==> src/rtl/led_pattern_gen.sv <==
// LED pattern generator: a prescaler paces steps through one of four
// patterns (up-count, down-count, one-hot bounce, full blink) on a WIDTH-bit
// LED bus, with registered tick/wrap pulses marking each step and cycle end.
module led_pattern_gen #(
  parameter int WIDTH     = 16,
  parameter int DIV_WIDTH = 24
) (
  input  logic                 clk,
  input  logic                 reset,
  input  logic                 en,
  input  logic [1:0]           mode,
  input  logic [DIV_WIDTH-1:0] div,
  output logic [WIDTH-1:0]     Q,
  output logic                 tick,
  output logic                 wrap
);

  localparam logic [WIDTH-1:0]     ONES = {WIDTH{1'b1}};
  localparam logic [WIDTH-1:0]     ONE  = {{(WIDTH-1){1'b0}}, 1'b1};
  localparam logic [DIV_WIDTH-1:0] CNT1 = {{(DIV_WIDTH-1){1'b0}}, 1'b1};

  logic [DIV_WIDTH-1:0] cnt;
  logic [1:0]           mode_q;
  logic                 dir;     // 0 = moving toward MSB, 1 = toward bit0

  logic [WIDTH-1:0]     q_nx;
  logic                 dir_nx;
  logic                 wrap_nx;
  logic                 step;
  logic                 mode_chg;
  logic                 onehot;
  logic                 go_right;
  logic [WIDTH-1:0]     shl;
  logic [WIDTH-1:0]     shr;

  // Starting pattern loaded whenever a new mode is selected.
  function automatic logic [WIDTH-1:0] seed(input logic [1:0] m);
    case (m)
      2'b01:   seed = ONES;
      2'b10:   seed = ONE;
      default: seed = '0;
    endcase
  endfunction

  // Step and mode-change qualifiers; >= compare so a lowered div steps at once.
  always_comb begin
    mode_chg = (mode != mode_q);
    step     = en && (cnt >= div);
    onehot   = (Q != '0) && ((Q & (Q - ONE)) == '0);
    // Direction is taken from dir, but an end bit always forces a turn so
    // an out-of-range dir can never shift the lit bit off the bus.
    go_right = dir ? !Q[0] : Q[WIDTH-1];
    shl      = Q << 1;
    shr      = Q >> 1;
  end

  // Next pattern value, direction and wrap flag for the current mode.
  always_comb begin
    q_nx    = Q;
    dir_nx  = dir;
    wrap_nx = 1'b0;
    case (mode_q)
      2'b00: begin
        q_nx    = Q + ONE;
        wrap_nx = (Q == ONES);
      end
      2'b01: begin
        q_nx    = Q - ONE;
        wrap_nx = (Q == '0);
      end
      2'b10: begin
        if (!onehot) begin
          q_nx   = ONE;
          dir_nx = 1'b0;
        end else if (go_right) begin
          q_nx    = shr;
          dir_nx  = !shr[0];
          wrap_nx = shr[0];
        end else begin
          q_nx   = shl;
          dir_nx = shl[WIDTH-1];
        end
      end
      default: begin
        q_nx    = (Q == ONES) ? '0 : ONES;
        wrap_nx = (Q == ONES);
      end
    endcase
  end

  // State update: reset beats mode change, mode change beats a step.
  always_ff @(posedge clk) begin
    if (reset) begin
      Q      <= '0;
      cnt    <= '0;
      mode_q <= 2'b00;
      dir    <= 1'b0;
      tick   <= 1'b0;
      wrap   <= 1'b0;
    end else if (mode_chg) begin
      mode_q <= mode;
      Q      <= seed(mode);
      cnt    <= '0;
      dir    <= 1'b0;
      tick   <= 1'b0;
      wrap   <= 1'b0;
    end else if (step) begin
      Q      <= q_nx;
      dir    <= dir_nx;
      cnt    <= '0;
      tick   <= 1'b1;
      wrap   <= wrap_nx;
    end else begin
      if (en) begin
        cnt <= cnt + CNT1;
      end
      tick <= 1'b0;
      wrap <= 1'b0;
    end
  end

endmodule

==> config.mk <==
export PLATFORM = sky130hd
export DESIGN_NAME = led_pattern_gen
export DESIGN_NICKNAME = d
export VERILOG_FILES = /design/src/rtl/led_pattern_gen.sv
export SDC_FILE = /design/constraint.sdc
export NUM_CORES = 1
export LEC_CHECK = 0
export BUFFER_PORTS_ARGS = -buffer_cell sky130_fd_sc_hd__clkbuf_2
export CAP_MARGIN = 40
export CORE_ASPECT_RATIO = 1.25
export CORE_MARGIN = 3
export CORE_UTILIZATION = 55
export DETAILED_ROUTE_END_ITERATION = 7
export MAX_ROUTING_LAYER = met4
export PLACE_DENSITY = 0.87
export SLEW_MARGIN = 15
export SYNTH_ARGS = -nofsm -noshare
export SYNTH_HDL_FRONTEND = slang
export SYNTH_SLANG_ARGS = --single-unit
==> constraint.sdc <==
create_clock -name clk -period 4.22 [get_ports clk]
set_input_delay 0 -clock clk [delete_from_list [all_inputs] [get_ports clk]]
set_output_delay 0 -clock clk [all_outputs]
set_load 0.005 [all_outputs]
==> flow_summary.toml, run 1 <==
[routing]
routed_wl_um = 9600
drt-initial-drc-count = 248
vias_per_cell = 5.95
dr.pass1.iters = 5
vias = 3589
wl_per_cell_um = 15.9
ant_nets = 0
drc = 0

[sta]
finalSetupTns_ns = 0
timing.hold.ws_ns = 0.0397
fin_ws_ns = 0.283
max_freq_ghz = 0.254
setup_viol = 0
skew_ns = 0.0102
maxSlewHeadroom = 0.403
finalCritPeriodShare = 0.933
fin_crit_ns = 3.94
rsz0062_at_grt = "no"
finalHoldViolCount = 0
tightest_slew_ns = 0.892
drv_slew = 0

[place]
dp_slack_ns = 0.379
dp.cells = 593
portBuffers = 46
hpwl_um = 7220
gp_congestion = 0.984

[power]
leakagePower_uw = 0.00185
powerDensity_mw_per_mm2 = 275
ir_drop_uv = 140

[clock_network]
clk_pin_slew_ns = 0.09
cts_resized = 0
cts.path.max_buffers = 2
cts_buffers = 5
insertion_delay_ns = 0.31
cts_tree = "done"
cts_root_buf = "clkbuf_8"
cts_sinks = 45
h-tree-depth = 2

[setup_path]
crit_chain = "or3_4, or4b_4, or3_4, or3_4, or3_1, ha_1, nor4_1, and4_1, nand3_1, buf_4, nor3_1, o31ai_1, mux2i_1"
cp.arrival_ns = 4.17
cp.buffers_inverters = 1
critPathLaunchType = "flip-flop"
cp_max_fo = 10
path_common_cell = "or3_4"
cp_slowest_cell = "or4b_4"
critPathKind = "flip-flop to flip-flop"
required_ns = 4.45
max_stage_delay_ns = 0.49
path_delay_family = "simple AND/OR/NAND/NOR gates"
end_kind = "flip-flop"

[global_route]
grt_max_degree = 25
antenna_found_initial = 0
grt.overflow.total = 0
track_usage = 0.258
grt_pass1_vias = 3601
grt_first_pass_wirelength_um = 16200

[synthesis]
syn_area_per_cell_um2 = 8.01
synthCells = 478
synthFlopType = "dfxtp_1"
synth.ff_latch_count = 45
synth_top_area_cell = "dfxtp_1"
ys_warn_count = 0
async_flop_share = 0
synth-edff-count = 0
synthDistinctLibCells = 57
synth_area_leaders = "dfxtp_1, ha_1, nor2_1"
synth-seq-area-share = 0.235
syn_nets = 554
syn_area_mm2 = 0.00383
synth_top_area_share = 0.235

[run_status]
outcome = "completed"

[die]
core_mm2 = 0.00665
die_w_um = 80.6
pin_count = 47
fp-row-count = 33
start_util = 0.576
dieArea_mm2 = 0.00801
die_h_um = 99.3

[final_layout]
area_growth_pct = 8.89
num_antenna_cells = 0
nFillCells = 591
final_cell_mix = "nor2_1, ha_1, clkbuf_2, dfxtp_1, inv_1"
regArea_um2 = 901
drive_gt1_frac = 0.151
final_cells = 603
fin_nets = 591
multi_input_comb_area_mm2 = 0.00260
layout_commonest_cell = "nor2_1"

[flow_run]
maxCapViolCount = 0

[worst_hold_path]
hold_path.class = "input port to flip-flop"
registers in the layout, indices dropped and copies added (netlist names):
name and flops:
tick 1, mode_q 2, cnt 24, Q 16, wrap 1, dir 1
through the flow:
stage | utilization | cell area (µm²) | power (µW)
detailed placement | 0.611 | 4060 | 871
global placement | 0.610 | 4060 | 862
finish | 0.627 | 4170 | 1150
floorplan | - | 3830 | 772
CTS | 0.627 | 4170 | 1150
global route | 0.627 | 4170 | 1220
worst paths after layout:
path | startpoint | end | slack [ns] | depth (start not counted)
worst max-delay path | Q[0] | Q[1] | 0.28 | 13
worst max register to register | Q[0] | Q[1] | 0.28 | 13
worst min-delay path | reset | mode_q[1] | 0.04 | 2
worst min register to register | cnt[23] | cnt[23] | 0.53 | 2
report_power, final:
group / switching, µW / internal [µW] / total, µW
logic: 200 / 178 / 377
clock network: 161 / 117 / 278
registers: 48.4 / 445 / 493
layout make-up:
cell class,count,area share
well taps,87,0.0261
multi-input cells,364,0.624
clock buffers,6,0.0174
clock inverters,2,0.00360
inverters,43,0.0387
flip-flops and latches,45,0.216
repair buffers,56,0.0744
cells in the mapped netlist, types with 9 or more instances:
| library cell | n |
|---|---|
| xor2_1 | 18 |
| nor4_1 | 9 |
| a21oi_1 | 17 |
| nand3_1 | 15 |
| mux2i_1 | 12 |
| inv_1 | 42 |
| nand2_1 | 24 |
| clkbuf_1 | 16 |
| dfxtp_1 | 45 |
| nand4_1 | 13 |
| o21ai_0 | 19 |
| nor2_1 | 55 |
| ha_1 | 47 |
| nor3_1 | 14 |
| xnor2_1 | 21 |
| mux2_2 | 9 |
logic make-up after synthesis:
| kind of cell | count (synthesis) | synth area share |
|---|---|---|
| xor gates and xnor gates | 39 | 0.0892 |
| adders and majority gates | 47 | 0.154 |
| and+or+nand+nor | 167 | 0.222 |
| DFF | 45 | 0.235 |
| AOI/OAI and AO/OA | 90 | 0.157 |
| buffers and inverters | 69 | 0.0859 |
| muxes | 21 | 0.0578 |
what timing repair did:
item	in CTS	in global routing
hold buffers	2	0
hold endpoints to repair	2	0
buffers inserted	0	0
layer usage:
metal,track usage,routed length [µm]
met2,0.441,4810
met1,0.291,3800
met4,0.117,446
met3,0.0417,545
met5,-,0
Power figures use the tool's default switching activity.
==> run 2, diff against run 1 <==
==> constraint.sdc (replaced) <==
create_clock -name clk -period 4.22 [get_ports clk]
set_input_delay 0.211 -clock clk [delete_from_list [all_inputs] [get_ports clk]]
set_output_delay 0.211 -clock clk [all_outputs]
set_load 0.005 [all_outputs]
==> flow_summary.toml, run 2 (synthesis results as in run 1) <==
[clock_network]
cts_sinks = 45
cts_root_buf = "clkbuf_8"
cts_tree = "done"
hold_buffers = 0
cts_buffers = 5
postCtsSetupBuffers = 0
h-tree-depth = 2
insertion_delay_ns = 0.31
cts.path.max_buffers = 2
clk_pin_slew_ns = 0.08
cts_resized = 0

[sta]
maxSlewHeadroom = 0.410
drv_slew = 0
finalHoldViolCount = 0
rsz0062_at_grt = "no"
finalSetupTns_ns = 0
skew_ns = 0.00923
fin_crit_ns = 3.93
fin_ws_ns = 0.289
max_freq_ghz = 0.254
tightest_slew_ns = 0.882
setup_viol = 0
finalCritPeriodShare = 0.932

[die]
start_util = 0.576
die_w_um = 80.6
core_mm2 = 0.00665
dieArea_mm2 = 0.00801
pin_count = 47
fp-row-count = 33
die_h_um = 99.3

[routing]
vias_per_cell = 5.98
dr.pass1.iters = 6
vias = 3594
wl_per_cell_um = 15.9
ant_nets = 0
drc = 0
routed_wl_um = 9550
drt-initial-drc-count = 241

[place]
hpwl_um = 7220
dp_slack_ns = 0.379
portBuffers = 46
gp_congestion = 0.984

[global_route]
antenna_found_initial = 0
grt.overflow.total = 0
grt_first_pass_wirelength_um = 16200
grt_max_degree = 25
grt_pass1_vias = 3597
track_usage = 0.257

[flow_run]
maxCapViolCount = 0

[final_layout]
num_antenna_cells = 0
finish.utilization = 0.624
layout_commonest_cell = "nor2_1"
fin_nets = 589
largest_reg_flops = 24
area_growth_pct = 8.36
final_cell_mix = "nor2_1, ha_1, clkbuf_2, dfxtp_1, inv_1"
drive_gt1_frac = 0.152
regMostFlops = "cnt"
top_regs = "cnt (24), Q (16), mode_q (2)"

[setup_path]
cp.arrival_ns = 4.16
critPathLaunchType = "flip-flop"
max_stage_delay_ns = 0.49
end_kind = "flip-flop"
required_ns = 4.45
cp_slowest_cell = "or4b_4"
cp_max_fo = 10
critPathKind = "flip-flop to flip-flop"
crit_chain = "or3_4, or4b_4, or3_4, or3_4, or3_1, ha_1, nor4_1, and4_1, nand3_1, buf_4, nor3_1, o31ai_1, mux2i_1"
path_common_cell = "or3_4"

[power]
powerDensity_mw_per_mm2 = 275
ir_drop_uv = 140
leakagePower_uw = 0.00184

[run_status]
outcome = "completed"

[worst_hold_path]
hold_path.class = "input port to flip-flop"
==> run 2: changes by cell type in the layout (fill, tap and decap cells not counted) <==
| cell | before | now |
|---|---|---|
| dlygate4sd3_1 | 2 | 0 |
==> run 2: report_power, final <==
group / total, µW / switching [µW] / leakage [µW] / internal [µW]
Combinational: 375 / 198 / 0.00144 / 176
Sequential: 493 / 48.2 / 0.000366 / 445
Clock: 276 / 159 / 0.0000374 / 117
Total: 1140 / 405 / 0.00184 / 738
==> run 2: worst paths after layout <==
check	depth (start not counted)	slack, ns	startpoint	endpoint
setup / recovery	13	0.29	Q[0]	Q[1]
hold / removal	3	0.17	mode[1]	mode_q[1]
setup reg to reg	13	0.29	Q[0]	Q[1]
hold reg to reg	2	0.53	cnt[23]	cnt[23]
==> run 2: cell type report <==
cell class	instances	area (µm²)
flip-flops and latches	45	901
repair buffers	54	290
inverters	43	161
clock buffers	6	72.6
clock inverters	2	15.0
well taps	87	109
multi-input cells	364	2600
fillers	595	2500
==> run 2: worst max-delay path: cells and delay by family, from the launching register on <==
family	cells	cell delay, ns
compound gates	1	0.12
fa+ha+maj	1	0.18
buf+inv	1	0.23
flops	1	0.40
mux	1	0.17
simple gates	9	2.76
==> run 2: metrics by stage <==
stage / instances / hold slack [ns] / area [µm²] / power, µW
global route: 601 / 0.190 / 4150 / 1210
global placement: 592 / 0.475 / 4060 / 862
floorplan: 478 / 0.339 / 3830 / 772
CTS: 601 / 0.174 / 4150 / 1140
finish: 601 / 0.171 / 4150 / 1140
detailed placement: 593 / 0.486 / 4060 / 871
==> run 2: metal layers <==
layer	global-route usage	wire length [µm]
met1	0.291	3700
met2	0.441	4780
met3	0.0417	622
met4	0.117	441
met5	-	0
==> run 3, diff against run 2 <==
PLACE_DENSITY = 0.77   (was 0.87)
==> flow_summary.toml, run 3 (synthesis results as in run 1) <==
[setup_path]
required_ns = 4.47
cp.arrival_ns = 4.08
crit_chain = "or3_4, or4b_4, or3_4, or3_4, or3_1, ha_1, nor4_1, and4_1, nand3_1, buf_4, nor3_1, o31a_1, mux2_2"
critPathKind = "flip-flop to flip-flop"
max_stage_delay_ns = 0.49
cp_slowest_cell = "or4b_4"
cp_max_fo = 8
path_common_cell = "or3_4"
end_kind = "flip-flop"
critPathLaunchType = "flip-flop"

[global_route]
antenna_found_initial = 0
grt_max_degree = 25
grt_pass1_vias = 3534
grt_first_pass_wirelength_um = 16000
track_usage = 0.253
grt.overflow.total = 0

[die]
fp-row-count = 33
core_mm2 = 0.00665
die_w_um = 80.6
die_h_um = 99.3
dieArea_mm2 = 0.00801
pin_count = 47
start_util = 0.576

[clock_network]
cts_root_buf = "clkbuf_8"
postCtsSetupBuffers = 0
cts_tree = "done"
cts.path.max_buffers = 2
hold_buffers = 0
h-tree-depth = 2
insertion_delay_ns = 0.30
cts_resized = 0
cts_sinks = 45
clk_pin_slew_ns = 0.08
cts_buffers = 5

[final_layout]
num_antenna_cells = 0
area_growth_pct = 8.92
final_cell_mix = "nor2_1, ha_1, clkbuf_2, dfxtp_1, inv_1"
nFillCells = 617
top_regs = "cnt (24), Q (16), mode_q (2)"
drive_gt1_frac = 0.159
regMostFlops = "cnt"
layout_commonest_cell = "nor2_1"
fin_nets = 592
largest_reg_flops = 24

[run_status]
outcome = "completed"

[sta]
max_freq_ghz = 0.261
fin_crit_ns = 3.84
tightest_slew_ns = 0.890
finalSetupTns_ns = 0
maxSlewHeadroom = 0.404
finalCritPeriodShare = 0.909
timing.hold.ws_ns = 0.165
skew_ns = 0.00950
setup_viol = 0
finalHoldViolCount = 0
drv_slew = 0
rsz0062_at_grt = "no"

[routing]
drt-initial-drc-count = 243
ant_nets = 0
wl_per_cell_um = 15.6
drc = 0
dr.pass1.iters = 5
vias_per_cell = 5.93
routed_wl_um = 9400
vias = 3582

[power]
leakagePower_uw = 0.00187
powerDensity_mw_per_mm2 = 273
ir_drop_uv = 176

[place]
gp_congestion = 1.00
portBuffers = 46
hpwl_um = 7190

[worst_hold_path]
hold_path.class = "input port to flip-flop"

[flow_run]
maxCapViolCount = 0
[run 3: metal layers]
metal  global-route usage  up-vias  wire length, µm
met5                    -        -                0
met4               0.0962        0              221
met3               0.0353       22              467
met2                0.441      128             4820
met1                0.289     1657             3880
li1                     -     1775                -
[run 3: path summary, 6_finish.rpt]
| check | start | to | slack, ns | cells past startpoint |
|---|---|---|---|---|
| min | mode[1] | mode_q[1] | 0.16 | 3 |
| max | Q[1] | Q[2] | 0.38 | 13 |
| min reg2reg | dir | dir | 0.52 | 2 |
| max reg2reg | Q[1] | Q[2] | 0.38 | 13 |
[run 3: per-stage QoR]
step                worst slack (ns)  power [µW]   util  std cells  area, µm²
floorplan                      0.568         772      -        478       3830
global placement               0.522         872  0.613        595       4080
detailed placement             0.414         878  0.615        596       4090
CTS                            0.392        1140  0.628        604       4170
global route                   0.235        1210  0.628        604       4170
finish                         0.382        1140  0.628        604       4170
[run 3: cell type report]
| class | instances | area, µm² | share of cell area |
|---|---|---|---|
| clock buffer | 5 | 68.8 | 0.0165 |
| sequential | 45 | 901 | 0.216 |
| timing repair buffer | 57 | 313 | 0.0750 |
| tap | 87 | 109 | 0.0261 |
| inverter | 43 | 161 | 0.0387 |
| clock inverter | 3 | 17.5 | 0.00420 |
| multi-input combinational | 364 | 2600 | 0.624 |
[run 3: worst max-delay path, delay by kind of cell, from the launching register on]
| kind | cells | cell delay [ns] |
|---|---|---|
| multiplexers | 1 | 0.13 |
| adder cells (fa/ha/maj) | 1 | 0.18 |
| buffers and inverters | 1 | 0.24 |
| AND/OR/NAND/NOR | 9 | 2.69 |
| AO/OA/AOI/OAI | 1 | 0.15 |
| flip-flops | 1 | 0.38 |
[run 3: power breakdown]
group	switching (µW)	internal, µW
registers	39.7	445
logic	209	181
clock network	151	114
total	399	740
